### src/rtl/xdma_pkg.sv
// Shared XDMA types: the finish word sent back to the previous hop, AXI
// response codes and the finish-sender state encoding.
package xdma_pkg;

  localparam int unsigned DmaIdWidth = 16;

  typedef struct packed {
    logic [15:0]           reserved;
    logic [DmaIdWidth-1:0] dma_id;
  } xdma_to_remote_finish_t;

  localparam logic [1:0] RESP_OKAY   = 2'b00;
  localparam logic [1:0] RESP_EXOKAY = 2'b01;
  localparam logic [1:0] RESP_SLVERR = 2'b10;
  localparam logic [1:0] RESP_DECERR = 2'b11;

  typedef enum logic [1:0] {
    XDMA_FIN_IDLE  = 2'd0,
    XDMA_FIN_SEND  = 2'd1,
    XDMA_FIN_WAITB = 2'd2
  } xdma_finish_send_state_t;

  function automatic logic resp_is_err(input logic [1:0] resp);
    logic err;
    err = 1'b1;
    case (resp)
      RESP_OKAY, RESP_EXOKAY:   err = 1'b0;
      RESP_SLVERR, RESP_DECERR: err = 1'b1;
      default:                  err = 1'b1;
    endcase
    return err;
  endfunction

endpackage

### src/rtl/xdma_finish_req_fifo.sv
// Request FIFO for the finish sender; full/empty come straight from the
// registered count so the upstream ready never depends on this cycle's pop.
module xdma_finish_req_fifo
  import xdma_pkg::*;
#(
  parameter type         entry_t = logic,
  parameter int unsigned Depth   = 2
) (
  input  logic   clk_i,
  input  logic   rst_ni,
  input  logic   push_i,
  input  entry_t data_i,
  input  logic   pop_i,
  output entry_t data_o,
  output logic   full_o,
  output logic   empty_o
);

  localparam int unsigned PtrW = (Depth > 1) ? $clog2(Depth) : 1;
  localparam int unsigned CntW = $clog2(Depth + 1);
  localparam logic [PtrW-1:0] LastPtr = PtrW'(Depth - 1);

  entry_t          r_mem [Depth];
  logic [PtrW-1:0] r_wr_ptr;
  logic [PtrW-1:0] r_rd_ptr;
  logic [CntW-1:0] r_cnt;
  logic            w_push;
  logic            w_pop;

  function automatic logic [PtrW-1:0] ptr_inc(input logic [PtrW-1:0] p);
    return (p == LastPtr) ? '0 : p + PtrW'(1);
  endfunction

  assign full_o  = (r_cnt == CntW'(Depth));
  assign empty_o = (r_cnt == '0);
  assign w_pop   = pop_i && !empty_o;
  // A push into a full FIFO is still legal when the head leaves in the same cycle.
  assign w_push  = push_i && (!full_o || w_pop);
  assign data_o  = r_mem[r_rd_ptr];

  always_ff @(posedge clk_i or negedge rst_ni) begin
    if (!rst_ni) begin
      r_wr_ptr <= '0;
      r_rd_ptr <= '0;
      r_cnt    <= '0;
    end else begin
      if (w_push) r_wr_ptr <= ptr_inc(r_wr_ptr);
      if (w_pop)  r_rd_ptr <= ptr_inc(r_rd_ptr);
      case ({w_push, w_pop})
        2'b10:   r_cnt <= r_cnt + CntW'(1);
        2'b01:   r_cnt <= r_cnt - CntW'(1);
        default: r_cnt <= r_cnt;
      endcase
    end
  end

  always_ff @(posedge clk_i) begin
    if (w_push) r_mem[r_wr_ptr] <= data_i;
  end

endmodule

### src/rtl/xdma_finish_sender.sv
// Sends queued chain-write finish notifications to the previous hop as
// single-beat AXI writes, one outstanding at a time, retrying on error.
//
// state  | meaning
// IDLE   | nothing in flight; launch head entry when FIFO non-empty
// SEND   | AW and/or W of the head entry still pending
// WAITB  | both beats accepted, waiting for the write response
module xdma_finish_sender
  import xdma_pkg::*;
#(
  parameter type         id_t         = logic,
  parameter type         addr_t       = logic,
  parameter type         data_t       = logic,
  parameter type         strb_t       = logic,
  parameter int unsigned Depth        = 2,
  parameter addr_t       FinishOffset = '0,
  parameter int unsigned MaxRetries   = 3
) (
  input  logic       clk_i,
  input  logic       rst_ni,
  input  addr_t      remote_addr_i,
  input  id_t        dma_id_i,
  input  logic       finish_valid_i,
  output logic       finish_ready_o,
  output addr_t      aw_addr_o,
  output logic       aw_valid_o,
  input  logic       aw_ready_i,
  output data_t      w_data_o,
  output strb_t      w_strb_o,
  output logic       w_last_o,
  output logic       w_valid_o,
  input  logic       w_ready_i,
  input  logic [1:0] b_resp_i,
  input  logic       b_valid_i,
  output logic       b_ready_o,
  output logic       busy_o,
  output logic       finish_error_o
);

  localparam int unsigned RetryW = (MaxRetries > 0) ? $clog2(MaxRetries + 1) : 1;

  typedef struct packed {
    addr_t addr;
    id_t   dma_id;
  } req_t;

  req_t                    w_req_in;
  req_t                    w_head;
  logic                    w_full;
  logic                    w_empty;
  logic                    w_push;
  logic                    w_pop;
  xdma_to_remote_finish_t  w_finish;

  xdma_finish_send_state_t r_state;
  xdma_finish_send_state_t w_state_nxt;
  logic                    r_aw_pend;
  logic                    w_aw_pend_nxt;
  logic                    r_w_pend;
  logic                    w_w_pend_nxt;
  logic [RetryW-1:0]       r_retry_cnt;
  logic [RetryW-1:0]       w_retry_nxt;
  logic                    r_err;
  logic                    w_err_nxt;

  assign w_req_in.addr   = remote_addr_i;
  assign w_req_in.dma_id = dma_id_i;
  assign finish_ready_o  = !w_full;
  assign w_push          = finish_valid_i && !w_full;

  xdma_finish_req_fifo #(
    .entry_t (req_t),
    .Depth   (Depth)
  ) u_req_fifo (
    .clk_i   (clk_i),
    .rst_ni  (rst_ni),
    .push_i  (w_push),
    .data_i  (w_req_in),
    .pop_i   (w_pop),
    .data_o  (w_head),
    .full_o  (w_full),
    .empty_o (w_empty)
  );

  // Payload comes from the head entry, which stays put until its B returns,
  // so AW/W contents are stable across back-pressure and retries.
  always_comb begin
    w_finish        = '0;
    w_finish.dma_id = DmaIdWidth'(w_head.dma_id);
  end

  assign aw_addr_o = w_head.addr + FinishOffset;
  assign w_data_o  = data_t'(w_finish);
  assign w_strb_o  = '1;
  assign w_last_o  = 1'b1;

  assign aw_valid_o     = (r_state == XDMA_FIN_SEND) && r_aw_pend;
  assign w_valid_o      = (r_state == XDMA_FIN_SEND) && r_w_pend;
  assign b_ready_o      = (r_state == XDMA_FIN_WAITB);
  assign busy_o         = !w_empty || (r_state != XDMA_FIN_IDLE);
  assign finish_error_o = r_err;

  always_comb begin
    w_state_nxt   = r_state;
    w_aw_pend_nxt = r_aw_pend;
    w_w_pend_nxt  = r_w_pend;
    w_retry_nxt   = r_retry_cnt;
    w_pop         = 1'b0;
    w_err_nxt     = 1'b0;
    case (r_state)
      XDMA_FIN_IDLE: begin
        if (!w_empty) begin
          w_state_nxt   = XDMA_FIN_SEND;
          w_aw_pend_nxt = 1'b1;
          w_w_pend_nxt  = 1'b1;
          w_retry_nxt   = '0;
        end
      end
      XDMA_FIN_SEND: begin
        if (r_aw_pend && aw_ready_i) w_aw_pend_nxt = 1'b0;
        if (r_w_pend && w_ready_i)   w_w_pend_nxt  = 1'b0;
        if (!w_aw_pend_nxt && !w_w_pend_nxt) w_state_nxt = XDMA_FIN_WAITB;
      end
      XDMA_FIN_WAITB: begin
        if (b_valid_i) begin
          if (!resp_is_err(b_resp_i)) begin
            w_pop       = 1'b1;
            w_state_nxt = XDMA_FIN_IDLE;
          end else if (32'(r_retry_cnt) < MaxRetries) begin
            w_retry_nxt   = r_retry_cnt + RetryW'(1);
            w_aw_pend_nxt = 1'b1;
            w_w_pend_nxt  = 1'b1;
            w_state_nxt   = XDMA_FIN_SEND;
          end else begin
            w_pop       = 1'b1;
            w_err_nxt   = 1'b1;
            w_state_nxt = XDMA_FIN_IDLE;
          end
        end
      end
      default: w_state_nxt = XDMA_FIN_IDLE;
    endcase
  end

  always_ff @(posedge clk_i or negedge rst_ni) begin
    if (!rst_ni) begin
      r_state     <= XDMA_FIN_IDLE;
      r_aw_pend   <= 1'b0;
      r_w_pend    <= 1'b0;
      r_retry_cnt <= '0;
      r_err       <= 1'b0;
    end else begin
      r_state     <= w_state_nxt;
      r_aw_pend   <= w_aw_pend_nxt;
      r_w_pend    <= w_w_pend_nxt;
      r_retry_cnt <= w_retry_nxt;
      r_err       <= w_err_nxt;
    end
  end

endmodule

### config.mk
export PLATFORM = sky130hd
export DESIGN_NAME = xdma_finish_sender
export DESIGN_NICKNAME = d
export VERILOG_FILES = /design/src/rtl/xdma_pkg.sv /design/src/rtl/xdma_finish_req_fifo.sv /design/src/rtl/xdma_finish_sender.sv
export SDC_FILE = /design/constraint.sdc
export NUM_CORES = 1
export LEC_CHECK = 0
export ABC_AREA = 1
export BUFFER_PORTS_ARGS = -buffer_cell sky130_fd_sc_hd__buf_2
export CAP_MARGIN = 0
export CORE_AREA = 2 2 43 45
export CTS_CLUSTER_SIZE = 14
export DETAILED_ROUTE_END_ITERATION = 16
export DIE_AREA = 0 0 45 47
export GPL_ROUTABILITY_DRIVEN = 0
export GPL_TIMING_DRIVEN = 0
export PLACE_DENSITY = 0.7
export SYNTH_ARGS = -nofsm -noshare
export SYNTH_HDL_FRONTEND = slang
export SYNTH_SLANG_ARGS = --single-unit
### constraint.sdc
create_clock -name clk_i -period 2.2 [get_ports clk_i]
set_input_delay 0.33 -clock clk_i [delete_from_list [all_inputs] [get_ports clk_i]]
set_output_delay 0.33 -clock clk_i [all_outputs]
set_load 0.02 [all_outputs]
* Word-level counts from Yosys, hierarchy flattened
Memory sizes are Yosys's and may differ from the RTL's. Index checks and enable logic that the tools add are counted.
Cells by class: add/sub/neg operators 5, $lt $le $gt $ge 1, eq/ne operators 13, multiplexer cells 36, reduce and logical (&&, ||, !) cells 26
Operators by type and width (number):
- $mux W1 | 23
- $mux W2 | 7
- $eq A2 B2 Y1 const B | 5
- $reduce_and A5 Y1 | 2
- $logic_and A1 B1 Y1 | 8
- $pmux W2 S2 | 2
- $eq A2 B1 Y1 const B | 3
- $logic_not A2 Y1 | 3
- $ne A2 B1 Y1 const B | 3
- $pmux W1 S3 | 2
- $pmux W2 S3 | 1
- $reduce_bool A2 Y1 | 3
- $add A2 B1 Y2 const B | 2
- $logic_not A1 Y1 | 4
- $ne A2 B2 Y1 const B | 2
- $reduce_or A2 Y1 | 2
- $reduce_and A3 Y1 | 1
- $reduce_bool A3 Y1 | 1
- $add A1 B1 Y1 const B | 2
- $logic_or A1 B1 Y1 | 2
- $lt A2 B2 Y1 const B | 1
- $pmux W1 S2 | 1
- $sub A2 B1 Y2 const B | 1
Storage, ports and cells: flip-flop bits (word level) 11, RAM bits 4, bits of input ports 10, word-level logic and storage cells 90, memories kept 1
Memories:
- u_req_fifo.r_mem | words 2, bits a word 2, rd ports 1, clocked after Yosys merged registers in 0, wr ports 1, line xdma_finish_req_fifo.sv:23 | entry_t r_mem [Depth];

* Longest topological paths before layout
depth after elaboration 13, gate-level depth with buffers 9, depth with buffers taken out 9

* Cells and area by module
Synthesis repeated with hierarchy kept, for this count alone.
Second synthesis, totals: cell total of the unflattened synthesis 106, area total of the unflattened synthesis 812.0 µm²
By module, submodules not included:
- xdma_finish_sender | instances 1, cells each 64, area an instance 440.4 µm², sequential area each 175.2 µm²
- xdma_finish_req_fifo | instances 1, cells each 42, area an instance 371.6 µm², sequential area each 220.2 µm²

* Least setup slack after synthesis
OpenSTA, ideal clock, no wires.
path kind register to register, from register r_retry_cnt[0], to register u_req_fifo.r_cnt[1], arrival time 1.419 ns, required time 2.077 ns, path slack 0.659 ns, stages on the path, launching flop included 10, buffers on the path 0, clock period less this slack 1.541 ns, path through dfrtp_1 > ha_1 > inv_1 > a21oi_1 > nand3_1 > inv_1 > ha_1 > a21oi_1 > nand2_1 > xnor2_1
On the way: word-level cells in the longest chain between the ends 10
Ends and longest elaborated chain:
- start, declared | line xdma_finish_sender.sv:61 | logic [RetryW-1:0] r_retry_cnt;
- start signal, assigned | line xdma_finish_sender.sv:156 | r_retry_cnt <= w_retry_nxt;
- $lt A2 B2 Y1 * | line xdma_finish_sender.sv:129 | end else if (32'(r_retry_cnt) < MaxRetries) begin
- $mux W1 * | line xdma_finish_sender.sv:129
- $mux W1 * | line xdma_finish_sender.sv:126 | if (!resp_is_err(b_resp_i)) begin
- $mux W1 * | line xdma_finish_sender.sv:125 | if (b_valid_i) begin
- $mux W1 * | line xdma_finish_sender.sv:110 | case (r_state)
- $logic_and A1 B1 Y1 * | line xdma_finish_req_fifo.sv:36 | assign w_pop = pop_i && !empty_o;
- net u_req_fifo.w_pop | line xdma_finish_req_fifo.sv:28 | logic w_pop;
- $logic_or A1 B1 Y1 | line xdma_finish_req_fifo.sv:38 | assign w_push = push_i && (!full_o || w_pop);
- $logic_and A1 B1 Y1 | line xdma_finish_req_fifo.sv:38
- $eq A2 B1 Y1 / $eq A2 B2 Y1 (equally long branches) | line xdma_finish_req_fifo.sv:49 | case ({w_push, w_pop})
- $pmux W2 S2 / $reduce_bool A2 Y1 (equally long branches)
- end signal, assigned | line xdma_finish_req_fifo.sv:50 | 2'b10: r_cnt <= r_cnt + CntW'(1);
- end signal, assigned | line xdma_finish_req_fifo.sv:51 | 2'b01: r_cnt <= r_cnt - CntW'(1);
- end signal, assigned | line xdma_finish_req_fifo.sv:52 | default: r_cnt <= r_cnt;
- end, declared | line xdma_finish_req_fifo.sv:26 | logic [CntW-1:0] r_cnt;
Mark *: on every way through the listed nets, which the timed path passes. The rest lies on a longest branch. A chain may end at the register's enable or synchronous reset.

* Worst setup path after layout
Same ends and word-level chain as after synthesis.

==> results_dict.tcl <==
set metrics [dict create \
    status "finished, final reports clean" \
    hold_viol 0 \
    synth.distinct_cells 17 \
    start_util 0.4636 \
    syn_inst 96 \
    finalSetupViolations 0 \
    die_y_um 47 \
    cts_sinks 15 \
    worstHoldPathCells 1 \
    yosysSeqAreaShare 0.5163 \
    num_vias 617 \
    die_w_um 45 \
    layout_commonest_cell "nand2_1" \
    synth-seq-cells 15 \
    cts-buffers-inserted 3 \
    finalNonFillerCells 135 \
    final_cell_mix "nand2_1, inv_1, buf_2" \
    fin_nets 131 \
    cts_htree_levels 1 \
    skew_ns 0.001134 \
    synth-xor-area-share 0.02288 \
    antenna_found_initial 0 \
    antenna_left 0 \
    cts_tree "done" \
    drtPass1Iterations 3 \
    vdd_drop_max_mv 0.6786 \
    synthMuxAreaShare 0 \
    n_antenna_cell 0 \
    dieArea_sq_um 2115 \
    fmax_ghz 0.5965 \
    dp.cells 130 \
    port_buffers 16 \
    grt_start_max_net_pins 12 \
    core_sq_um 1652 \
    fin_area_sq_um 908.4 \
    rsz0062_at_grt "no" \
    startpoint_type "flop" \
    drive_gt1_frac 0.2034 \
    areaGrowthSynthToFinish_pct 18.63 \
    cts_root_buffer "clkbuf_4" \
    p_sw_mw 0.5100 \
    dp_hpwl_um 1055 \
    grt_pass1_vias 548 \
    clk_pin_slew_ns 0.09 \
    fin_util 0.5500 \
    viasPerCell 4.570 \
    drt-met1-wl_um 627 \
    layout_min_cycle_time_ns 1.677 \
    grt_usage 0.1484 \
    leakagePower_nw 0.5067 \
    synth_area_sq_um 765.7 \
    hp-class "input port to flop" \
    cp_max_fo 3 \
    pwr-share-comb 0.468 \
    clock_latency_ns 0.28 \
    routedWlPerCell_um 9.578 \
    drc 0 \
    slew_violations 0 \
    rows 15 \
    ioPinCount 20 \
    grt_pass1_wl_um 2173 \
    top_layer "met4" \
    wl_met3_um 48 \
    synth_compound_gate_area_share 0.04739 \
    powerDensity_nw_per_um2 1275 \
    cp.arrival_ns 1.85 \
    drv_cap 0 \
    crit_path_end_kind "flop" \
    met2_length_um 597 \
    power.total_mw 1.158 \
    path_class "flop to flop" \
    finalCritPeriodShare 0.7621 \
    max-clock-path-buffers 2 \
    clkPwrFrac 0.134 \
    placed_area_sq_um 870.8 \
    power_frac_seq 0.397 \
    overflow 0 \
    cts_resized 0 \
    avgSynthCellArea_sq_um 7.976 \
    synth_top_family_by_area "simple AND/OR/NAND/NOR gates" \
    synthAdderAreaFrac 0.03268 \
    p_int_mw 0.6482 \
    drtIter0Drc 12 \
    synth-simple-area-share 0.2729 \
    routed_wl_um 1293 \
    switching_share 0.4403 \
    cp.required_ns 2.37 \
    fin_setup_tns_ns 0 \
    yosys_warnings 0 \
    rr_worst_depth 9 \
]
[repair_timing]
item | CTS | global route
buffers inserted | 0 | 0
endpoints found under the hold margin | 11 | 0
setup endpoints to repair | 0 | 0
hold buffers | 1 | 0
[Yosys cell counts (all sizes together)]
master	instances	area (sq um)
or2	1	6.260
conb	1	3.750
o22ai	1	6.260
nor4	1	6.260
a21oi	3	15.01
ha	2	25.02
o21ai	3	15.01
dfrtp	11	275.3
buf	2	15.01
nand4	1	6.260
edfxtp	4	120.1
inv	17	63.81
nor2	14	55.06
nand2	24	90.09
nand3	9	45.04
xnor2	2	17.52
[logic make-up (layout without fill, tap and decap cells)]
group	after synthesis	in the layout
adder cells (fa/ha/maj)	2	2
other	1	2
AO/OA/AOI/OAI	7	7
flip-flops	15	15
buffers and inverters	19	40
AND/OR/NAND/NOR	50	50
XOR/XNOR	2	2
[critical path, stage by stage (launching register included)]
cell	delay [ns]
dfrtp_1	0.41
ha_1	0.20
inv_1	0.08
a21oi_1	0.08
nand3_1	0.10
inv_1	0.06
ha_1	0.32
a21oi_1	0.13
nand2_1	0.08
xnor2_1	0.12
[area by class of cell]
cell class	count	area [sq um]
clock buffer	3	22.52
inverter	17	63.81
multi-input combinational	63	295.3
sequential	15	395.4
timing repair buffer	17	90.09
buffer	2	15.01
clock inverter	1	5.005
tap	17	21.27
fill	162	743.2
[registers in the layout, summed over array words and instances (netlist names)]
register / flops
r_retry_cnt: 2
r_w_pend: 1
finish_error_o: 1
u_req_fifo.r_rd_ptr: 1
u_req_fifo.r_wr_ptr: 1
r_state: 2
r_aw_pend: 1
u_req_fifo.r_mem: 4
u_req_fifo.r_cnt: 2
[worst paths after layout]
path,from,endpoint,slack (ns)
hold / removal,remote_addr_i,u_req_fifo.r_mem[1][1]$_DFFE_PP_,0.24
max in group asynchronous,rst_ni,u_req_fifo.r_wr_ptr$_DFFE_PN0P_,1.55
setup / recovery,r_retry_cnt[0]$_DFFE_PN0P_,u_req_fifo.r_cnt[1]$_DFFE_PN0P_,0.52
min in group asynchronous,rst_ni,r_state[1]$_DFFE_PN0P_,0.44
setup reg to reg,r_retry_cnt[0]$_DFFE_PN0P_,u_req_fifo.r_cnt[1]$_DFFE_PN0P_,0.52
hold reg to reg,r_aw_pend$_DFFE_PN0P_,r_aw_pend$_DFFE_PN0P_,0.49
[per-stage QoR]
stage,hold slack (ns),setup slack [ns]
after global placement,0.2097,0.5520
after floorplan,0.03441,0.6586
final,0.2387,0.5235
after CTS,0.2299,0.5023
after detailed placement,0.2157,0.5179
after global routing,0.2266,0.3678
[metal layers]
layer / global-route usage / vias up
li1: - / 338
met1: 0.1743 / 269
met2: 0.2486 / 8
met3: 0.02308 / 2
met4: 0.1059 / 0
met5: 0 / -
[power by group through the flow]
stage                     Combinational [mW]  Clock, mW  Sequential (mW)
after detailed placement               0.545          0            0.468
after floorplan                        0.417          0            0.451
after global placement                 0.534          0            0.465
after CTS                              0.549      0.162            0.462
final                                  0.542      0.156            0.460
after global routing                   0.626      0.169            0.476
Power figures use the tool's default switching activity.
